## src/rtl/iob_sched.sv

```systemverilog
// IOB transfer scheduler: turns CPU I/O bus cycles into a 4-phase IOREQ/IOACK
// handshake, with posted-write early termination and a QoS hold-off window.
module iob_sched #(
  parameter logic [7:0] QOS_HOLD = 8'd64
) (
  input  logic CLK,
  input  logic nRES,
  input  logic BACT,
  input  logic IOCS,
  input  logic IOPWCS,
  input  logic IOACK,
  output logic IOREQ,
  output logic IOPW,
  output logic LatchEN,
  output logic IORDY,
  output logic QoSEN,
  output logic IOBusy
);

  typedef enum logic [1:0] {
    E_IDLE = 2'd0,
    E_REQ  = 2'd1,
    E_REL  = 2'd2
  } eng_t;

  typedef enum logic [1:0] {
    C_IDLE = 2'd0,
    C_WAIT = 2'd1,
    C_XFER = 2'd2,
    C_DONE = 2'd3
  } cpu_t;

  eng_t       eng_q, eng_d;
  cpu_t       cpu_q, cpu_d;
  logic [7:0] qos_q, qos_d;
  logic       bact_prev_q, bact_prev_d;
  logic       pw_lat_q, pw_lat_d;
  logic       iopw_q, iopw_d;
  logic       latch_en_q, latch_en_d;
  logic       iordy_q, iordy_d;

  logic       start_s;
  logic       grant_s;
  logic       grant_pw_s;
  logic       qos_load_s;

  // State register; reset parks the engine in E_REL so a live IOACK is drained first
  always_ff @(posedge CLK) begin
    if (!nRES) begin
      eng_q       <= E_REL;
      cpu_q       <= C_IDLE;
      qos_q       <= 8'd0;
      bact_prev_q <= 1'b0;
      pw_lat_q    <= 1'b0;
      iopw_q      <= 1'b0;
      latch_en_q  <= 1'b0;
      iordy_q     <= 1'b0;
    end else begin
      eng_q       <= eng_d;
      cpu_q       <= cpu_d;
      qos_q       <= qos_d;
      bact_prev_q <= bact_prev_d;
      pw_lat_q    <= pw_lat_d;
      iopw_q      <= iopw_d;
      latch_en_q  <= latch_en_d;
      iordy_q     <= iordy_d;
    end
  end

  // CPU-side FSM: start detection, grant arbitration against the engine, termination pulses
  always_comb begin
    cpu_d       = cpu_q;
    pw_lat_d    = pw_lat_q;
    latch_en_d  = 1'b0;
    iordy_d     = 1'b0;
    grant_s     = 1'b0;
    grant_pw_s  = 1'b0;
    qos_load_s  = 1'b0;
    bact_prev_d = BACT;
    start_s     = BACT & ~bact_prev_q;

    case (cpu_q)
      C_IDLE: begin
        if (start_s && IOCS) begin
          pw_lat_d = IOPWCS;
          if (eng_q == E_IDLE) begin
            grant_s    = 1'b1;
            grant_pw_s = IOPWCS;
          end else begin
            cpu_d      = C_WAIT;
            qos_load_s = IOPWCS;
          end
        end else begin
          cpu_d = C_IDLE;
        end
      end
      C_WAIT: begin
        if (!BACT) begin
          cpu_d = C_IDLE;
        end else if (eng_q == E_IDLE) begin
          grant_s    = 1'b1;
          grant_pw_s = pw_lat_q;
        end else begin
          cpu_d = C_WAIT;
        end
      end
      C_XFER: begin
        // E_REL while we own the engine means our request was just acknowledged
        if (!BACT) begin
          cpu_d = C_IDLE;
        end else if (eng_q == E_REL) begin
          iordy_d = 1'b1;
          cpu_d   = C_DONE;
        end else begin
          cpu_d = C_XFER;
        end
      end
      C_DONE: begin
        if (!BACT) begin
          cpu_d = C_IDLE;
        end else begin
          cpu_d = C_DONE;
        end
      end
      default: begin
        cpu_d = C_IDLE;
      end
    endcase

    if (grant_s) begin
      cpu_d      = grant_pw_s ? C_DONE : C_XFER;
      latch_en_d = grant_pw_s;
      iordy_d    = grant_pw_s;
    end else begin
      latch_en_d = 1'b0;
    end
  end

  // Engine FSM, posted-write flag and QoS countdown
  always_comb begin
    eng_d  = eng_q;
    iopw_d = iopw_q;
    qos_d  = qos_q;

    case (eng_q)
      E_IDLE: eng_d = grant_s ? E_REQ : E_IDLE;
      E_REQ:  eng_d = IOACK ? E_REL : E_REQ;
      E_REL:  eng_d = IOACK ? E_REL : E_IDLE;
      default: eng_d = E_REL;
    endcase

    if (grant_s) begin
      iopw_d = grant_pw_s;
    end else if (eng_d == E_IDLE) begin
      iopw_d = 1'b0;
    end else begin
      iopw_d = iopw_q;
    end

    // Countdown is frozen while a request is still waiting for the engine
    if (qos_load_s) begin
      qos_d = QOS_HOLD;
    end else if ((qos_q != 8'd0) && (cpu_q != C_WAIT)) begin
      qos_d = qos_q - 8'd1;
    end else begin
      qos_d = qos_q;
    end
  end

  assign IOREQ   = (eng_q == E_REQ);
  assign IOBusy  = (eng_q != E_IDLE);
  assign IOPW    = iopw_q;
  assign LatchEN = latch_en_q;
  assign IORDY   = iordy_q;
  assign QoSEN   = (qos_q != 8'd0);

endmodule

```

## config.mk

```make
export PLATFORM = sky130hd
export DESIGN_NAME = iob_sched
export DESIGN_NICKNAME = d
export VERILOG_FILES = /design/src/rtl/iob_sched.sv
export SDC_FILE = /design/constraint.sdc
export NUM_CORES = 1
export LEC_CHECK = 0
export BUFFER_PORTS_ARGS = -buffer_cell sky130_fd_sc_hd__buf_4
export CAP_MARGIN = 10
export CORE_MARGIN = 2
export CORE_UTILIZATION = 56
export CTS_CLUSTER_SIZE = 20
export DETAILED_ROUTE_END_ITERATION = 7
export GPL_TIMING_DRIVEN = 0
export HOLD_SLACK_MARGIN = 0.08
export PLACE_DENSITY = 0.88
export RECOVER_POWER = 50
export SYNTH_ARGS = -nofsm -noshare
export SYNTH_HDL_FRONTEND = slang
export SYNTH_SLANG_ARGS = --single-unit
```

## constraint.sdc

```tcl
create_clock -name CLK -period 4.9 [get_ports CLK]
set_input_delay 0.98 -clock CLK [delete_from_list [all_inputs] [get_ports CLK]]
set_output_delay 0.98 -clock CLK [all_outputs]
set_load 0.01 [all_outputs]
```

==> impl_results.html <==
<table>
<tr><th>Metric</th><th>Value</th></tr>
<tr><th colspan="2">Yosys</th></tr>
<tr><td>Synth Cell Area</td><td>768 sq um</td></tr>
<tr><td>Gate Count Post-Synth</td><td>91</td></tr>
<tr><td>Synth top area cells</td><td>dfxtp_1 (44%), a21oi_1 (7.2%), nand2_1 (4.4%)</td></tr>
<tr><td>Fraction of the yosys area taken by sequential cells</td><td>0.443</td></tr>
<tr><td>Share of the synthesized area in the top cell type</td><td>0.443</td></tr>
<tr><td>Average cell area after synthesis</td><td>8.44 sq um</td></tr>
<tr><td>Leading area contributor after synthesis</td><td>dfxtp_1</td></tr>
<tr><td>Number of warnings reported in the yosys synthesis log</td><td>0</td></tr>
<tr><td>EDFF count, synth</td><td>0</td></tr>
<tr><td>Synthesized flop and latch total</td><td>17</td></tr>
<tr><td>FFs w/ async S/R, synth</td><td>0</td></tr>
<tr><td>Number of library cell types mapped by synthesis</td><td>29</td></tr>
<tr><td>Dominant synthesized flop cell</td><td>dfxtp_1</td></tr>
<tr><td>Net count after synthesis</td><td>98</td></tr>
<tr><th colspan="2">STA</th></tr>
<tr><td>Worst-case clock skew</td><td>0.00268 ns</td></tr>
<tr><td>Maximum operating frequency</td><td>0.394 GHz</td></tr>
<tr><td>Setup violation total in the final timing report</td><td>0</td></tr>
<tr><td>Slew @ Worst Pin</td><td>0.615 ns</td></tr>
<tr><td>Final critical-path required period</td><td>2.54 ns</td></tr>
<tr><td>Part of the cycle the worst path needs</td><td>0.518</td></tr>
<tr><td>Worst hold-check slack</td><td>0.468 ns</td></tr>
<tr><td>Setup_tns</td><td>0 ns</td></tr>
<tr><td>RSZ-0062 raised after global routing</td><td>no</td></tr>
<tr><td>Final hold violation count</td><td>0</td></tr>
<tr><td>Final max-slew violation count</td><td>0</td></tr>
<tr><td>Remaining max-slew budget at the tightest pin</td><td>0.586</td></tr>
<tr><td>Post-layout worst setup margin</td><td>2.36 ns</td></tr>
<tr><th colspan="2">Placement</th></tr>
<tr><td>Routability-driven placement congestion ratio</td><td>0.754</td></tr>
<tr><td>Placed Instances</td><td>117</td></tr>
<tr><td>Worst-case setup slack after placement</td><td>2.69 ns</td></tr>
<tr><td>Port-buffer cells</td><td>11</td></tr>
<tr><td>DPL Wire Length</td><td>1170 um</td></tr>
<tr><th colspan="2">CTS</th></tr>
<tr><td>CTS Buf Count</td><td>3</td></tr>
<tr><td>Setup fix buffers added after clock tree synthesis</td><td>0</td></tr>
<tr><td>Deepest clock path buffer count</td><td>2</td></tr>
<tr><td>H-tree levels</td><td>1</td></tr>
<tr><td>Post-cts repair resize count</td><td>0</td></tr>
<tr><td>Hold bufs inserted after CTS</td><td>0</td></tr>
<tr><td>Clock slew at the register clock pins of the worst setup and hold paths</td><td>0.10 ns</td></tr>
<tr><td>CTS tree</td><td>built</td></tr>
<tr><td>Root Driver</td><td>clkbuf_4</td></tr>
<tr><td>Sink count of the clock tree</td><td>17</td></tr>
<tr><td>Clock insertion delay at the later pin of the skew report</td><td>0.29 ns</td></tr>
<tr><th colspan="2">Min path</th></tr>
<tr><td>Min-Delay Path Class</td><td>reg2reg</td></tr>
<tr><th colspan="2">Global route</th></tr>
<tr><td>Initial antenna violation count</td><td>0</td></tr>
<tr><td>Vias in the first global route</td><td>553</td></tr>
<tr><td>Total track usage</td><td>0.202</td></tr>
<tr><td>Pin count of the biggest net entering global routing</td><td>11</td></tr>
<tr><td>Wire length of the first global-routing pass</td><td>2180 um</td></tr>
<tr><td>Overflow after GRT</td><td>0</td></tr>
<tr><th colspan="2">Critical path</th></tr>
<tr><td>Critical-path cell with the highest stage delay</td><td>nor4_1</td></tr>
<tr><td>Crit path launch type</td><td>flip-flop</td></tr>
<tr><td>Maximum fanout encountered on the critical timing path</td><td>5</td></tr>
<tr><td>Category of the worst setup path capture point</td><td>output pin</td></tr>
<tr><td>Critical path required time</td><td>3.92 ns</td></tr>
<tr><td>Highest cell delay on the worst timing path</td><td>0.59 ns</td></tr>
<tr><td>CP Class</td><td>reg2out</td></tr>
<tr><td>Signal arrival time at the worst endpoint</td><td>1.56 ns</td></tr>
<tr><td>Cell chain of the critical path</td><td>nor4_1, nand2_1, buf_4</td></tr>
<tr><th colspan="2">Final layout</th></tr>
<tr><td>Multi-input gate area in the final layout</td><td>402 sq um</td></tr>
<tr><td>Footprint of the flip-flops and latches</td><td>340 sq um</td></tr>
<tr><td>Share of layout cells above drive strength 1</td><td>0.132</td></tr>
<tr><td>Final Net Count</td><td>114</td></tr>
<tr><td>Number of fill cells in the layout</td><td>119</td></tr>
<tr><td>Antenna diode count</td><td>0</td></tr>
<tr><td>Non-filler instance count after layout</td><td>121</td></tr>
<tr><td>Post-synthesis to final-layout area growth</td><td>13.8%</td></tr>
<tr><th colspan="2">Route</th></tr>
<tr><td>DR vias/cell</td><td>5.55</td></tr>
<tr><td>Wire length per cell</td><td>12.7 um</td></tr>
<tr><td>Starting DRT DRC Count</td><td>11</td></tr>
<tr><td>Final WL</td><td>1540 um</td></tr>
<tr><td>Number of vias after detailed routing</td><td>671</td></tr>
<tr><td>Residual DRC</td><td>0</td></tr>
<tr><td>Number of iterations in the first detailed-routing pass</td><td>4</td></tr>
<tr><td>Antenna-violating nets left</td><td>0</td></tr>
<tr><th colspan="2">Floorplanning</th></tr>
<tr><td>Boundary Pins</td><td>12</td></tr>
<tr><td>Area of the core region</td><td>1280 sq um</td></tr>
<tr><td>Starting utilization of the core area</td><td>0.598</td></tr>
<tr><td>Overall die area</td><td>1680 sq um</td></tr>
<tr><td>Width of the die</td><td>41.0 um</td></tr>
<tr><td>Chip Height</td><td>41.0 um</td></tr>
<tr><td>Number of placement rows</td><td>13</td></tr>
<tr><th colspan="2">Power</th></tr>
<tr><td>Static Leak</td><td>0.352 nW</td></tr>
<tr><td>Total power density per cell area</td><td>493 nW/um^2</td></tr>
<tr><td>Maximum ir drop on the vdd rail</td><td>243 uV</td></tr>
<tr><th colspan="2">Run status</th></tr>
<tr><td>Result of the run</td><td>finished, final reports clean</td></tr>
<tr><th colspan="2">Flow run</th></tr>
<tr><td>Number of maximum-capacitance constraint violations</td><td>0</td></tr>
</table>
[path summary, 6_finish.rpt]
path | start | slack, ns | cells past startpoint | endpoint
worst max-delay path | qos_q[4]$_SDFFE_PP0P_ | 2.36 | 3 | QoSEN
worst min-delay path | pw_lat_q$_SDFFE_PN0P_ | 0.47 | 2 | pw_lat_q$_SDFFE_PN0P_
worst min register to register | pw_lat_q$_SDFFE_PN0P_ | 0.47 | 2 | pw_lat_q$_SDFFE_PN0P_
worst max register to register | qos_q[0]$_SDFFE_PP0P_ | 3.05 | 6 | qos_q[6]$_SDFFE_PN0P_
[where the power goes]
group | total [mW] | leakage [nW] | switching, mW | internal (mW)
Combinational | 0.173 | 0.195 | 0.0857 | 0.0874
Sequential | 0.184 | 0.139 | 0.0225 | 0.161
Clock | 0.0748 | 0.0177 | 0.0445 | 0.0303
Total | 0.432 | 0.352 | 0.153 | 0.279
[worst max-delay path, delay by kind of cell (launching register included)]
family,cells,cell delay [ns]
flops,1,0.38
buf+inv,1,0.17
simple gates,2,0.72
[state kept, by name, summed over array words and instances, names as in the netlist]
signal       count
IORDY            1
IOPW             1
cpu_q            2
eng_q            2
qos_q            8
bact_prev_q      1
pw_lat_q         1
LatchEN          1
[cell usage after synthesis (all sizes together), types with 3 or more instances]
library cell  count
nand2             9
nor2              7
a21oi            11
or3               3
nor2b             4
o21ai             5
dfxtp            17
inv               7
xnor2             3
[final cells by class]
cell class / instances / share of cell area
multi-input cells: 67 / 0.459
clock buffers: 3 / 0.0258
well taps: 15 / 0.0215
repair buffers: 11 / 0.0687
flip-flops and latches: 17 / 0.389
inverters: 7 / 0.0300
clock inverters: 1 / 0.00572
[metrics by stage]
step	instance area, sq um	total power, mW	utilization
after floorplan	768	0.320	-
after global routing	875	0.463	0.681
after detailed placement	870	0.362	0.677
after CTS	897	0.438	0.698
after global placement	870	0.351	0.677
final	875	0.432	0.681
[metal layers]
layer,up-vias,global-route usage,share of wire
li1,351,-,-
met1,304,0.223,0.44
met2,14,0.355,0.52
met3,2,0.0326,0.031
met4,0,0.125,0.0078
met5,-,0,0
[cells in the final DEF (no fill, tap or decap), drive strengths merged]
cell and count:
or4 2, xnor2 3, a211o 1, dfxtp 17
o21ai 5, inv 7, or3b 1, mux2i 1
o2111ai 1, or3 3, nand3 2, o211ai 1
a211oi 2, nor3 1, or2 2, nand2b 2
clkbuf 10, ha 1, o41ai 1, nand2 9
xor2 1, nor2b 4, clkinv 1, nand4 1
a21oi 11, buf 4, o31ai 1, nor4 2
nor3b 2, nor2 7
[logic make-up after synthesis]
kind of cell             after synthesis  synth area share
AND/OR/NAND/NOR                       38             0.270
XOR/XNOR                               4            0.0456
flip-flops                            17             0.443
AO/OA/AOI/OAI                         23             0.178
adder cells (fa/ha/maj)                1            0.0163
multiplexers                           1            0.0130
buffers and inverters                  7            0.0342
No activity file was read; power rests on OpenSTA's default activity.
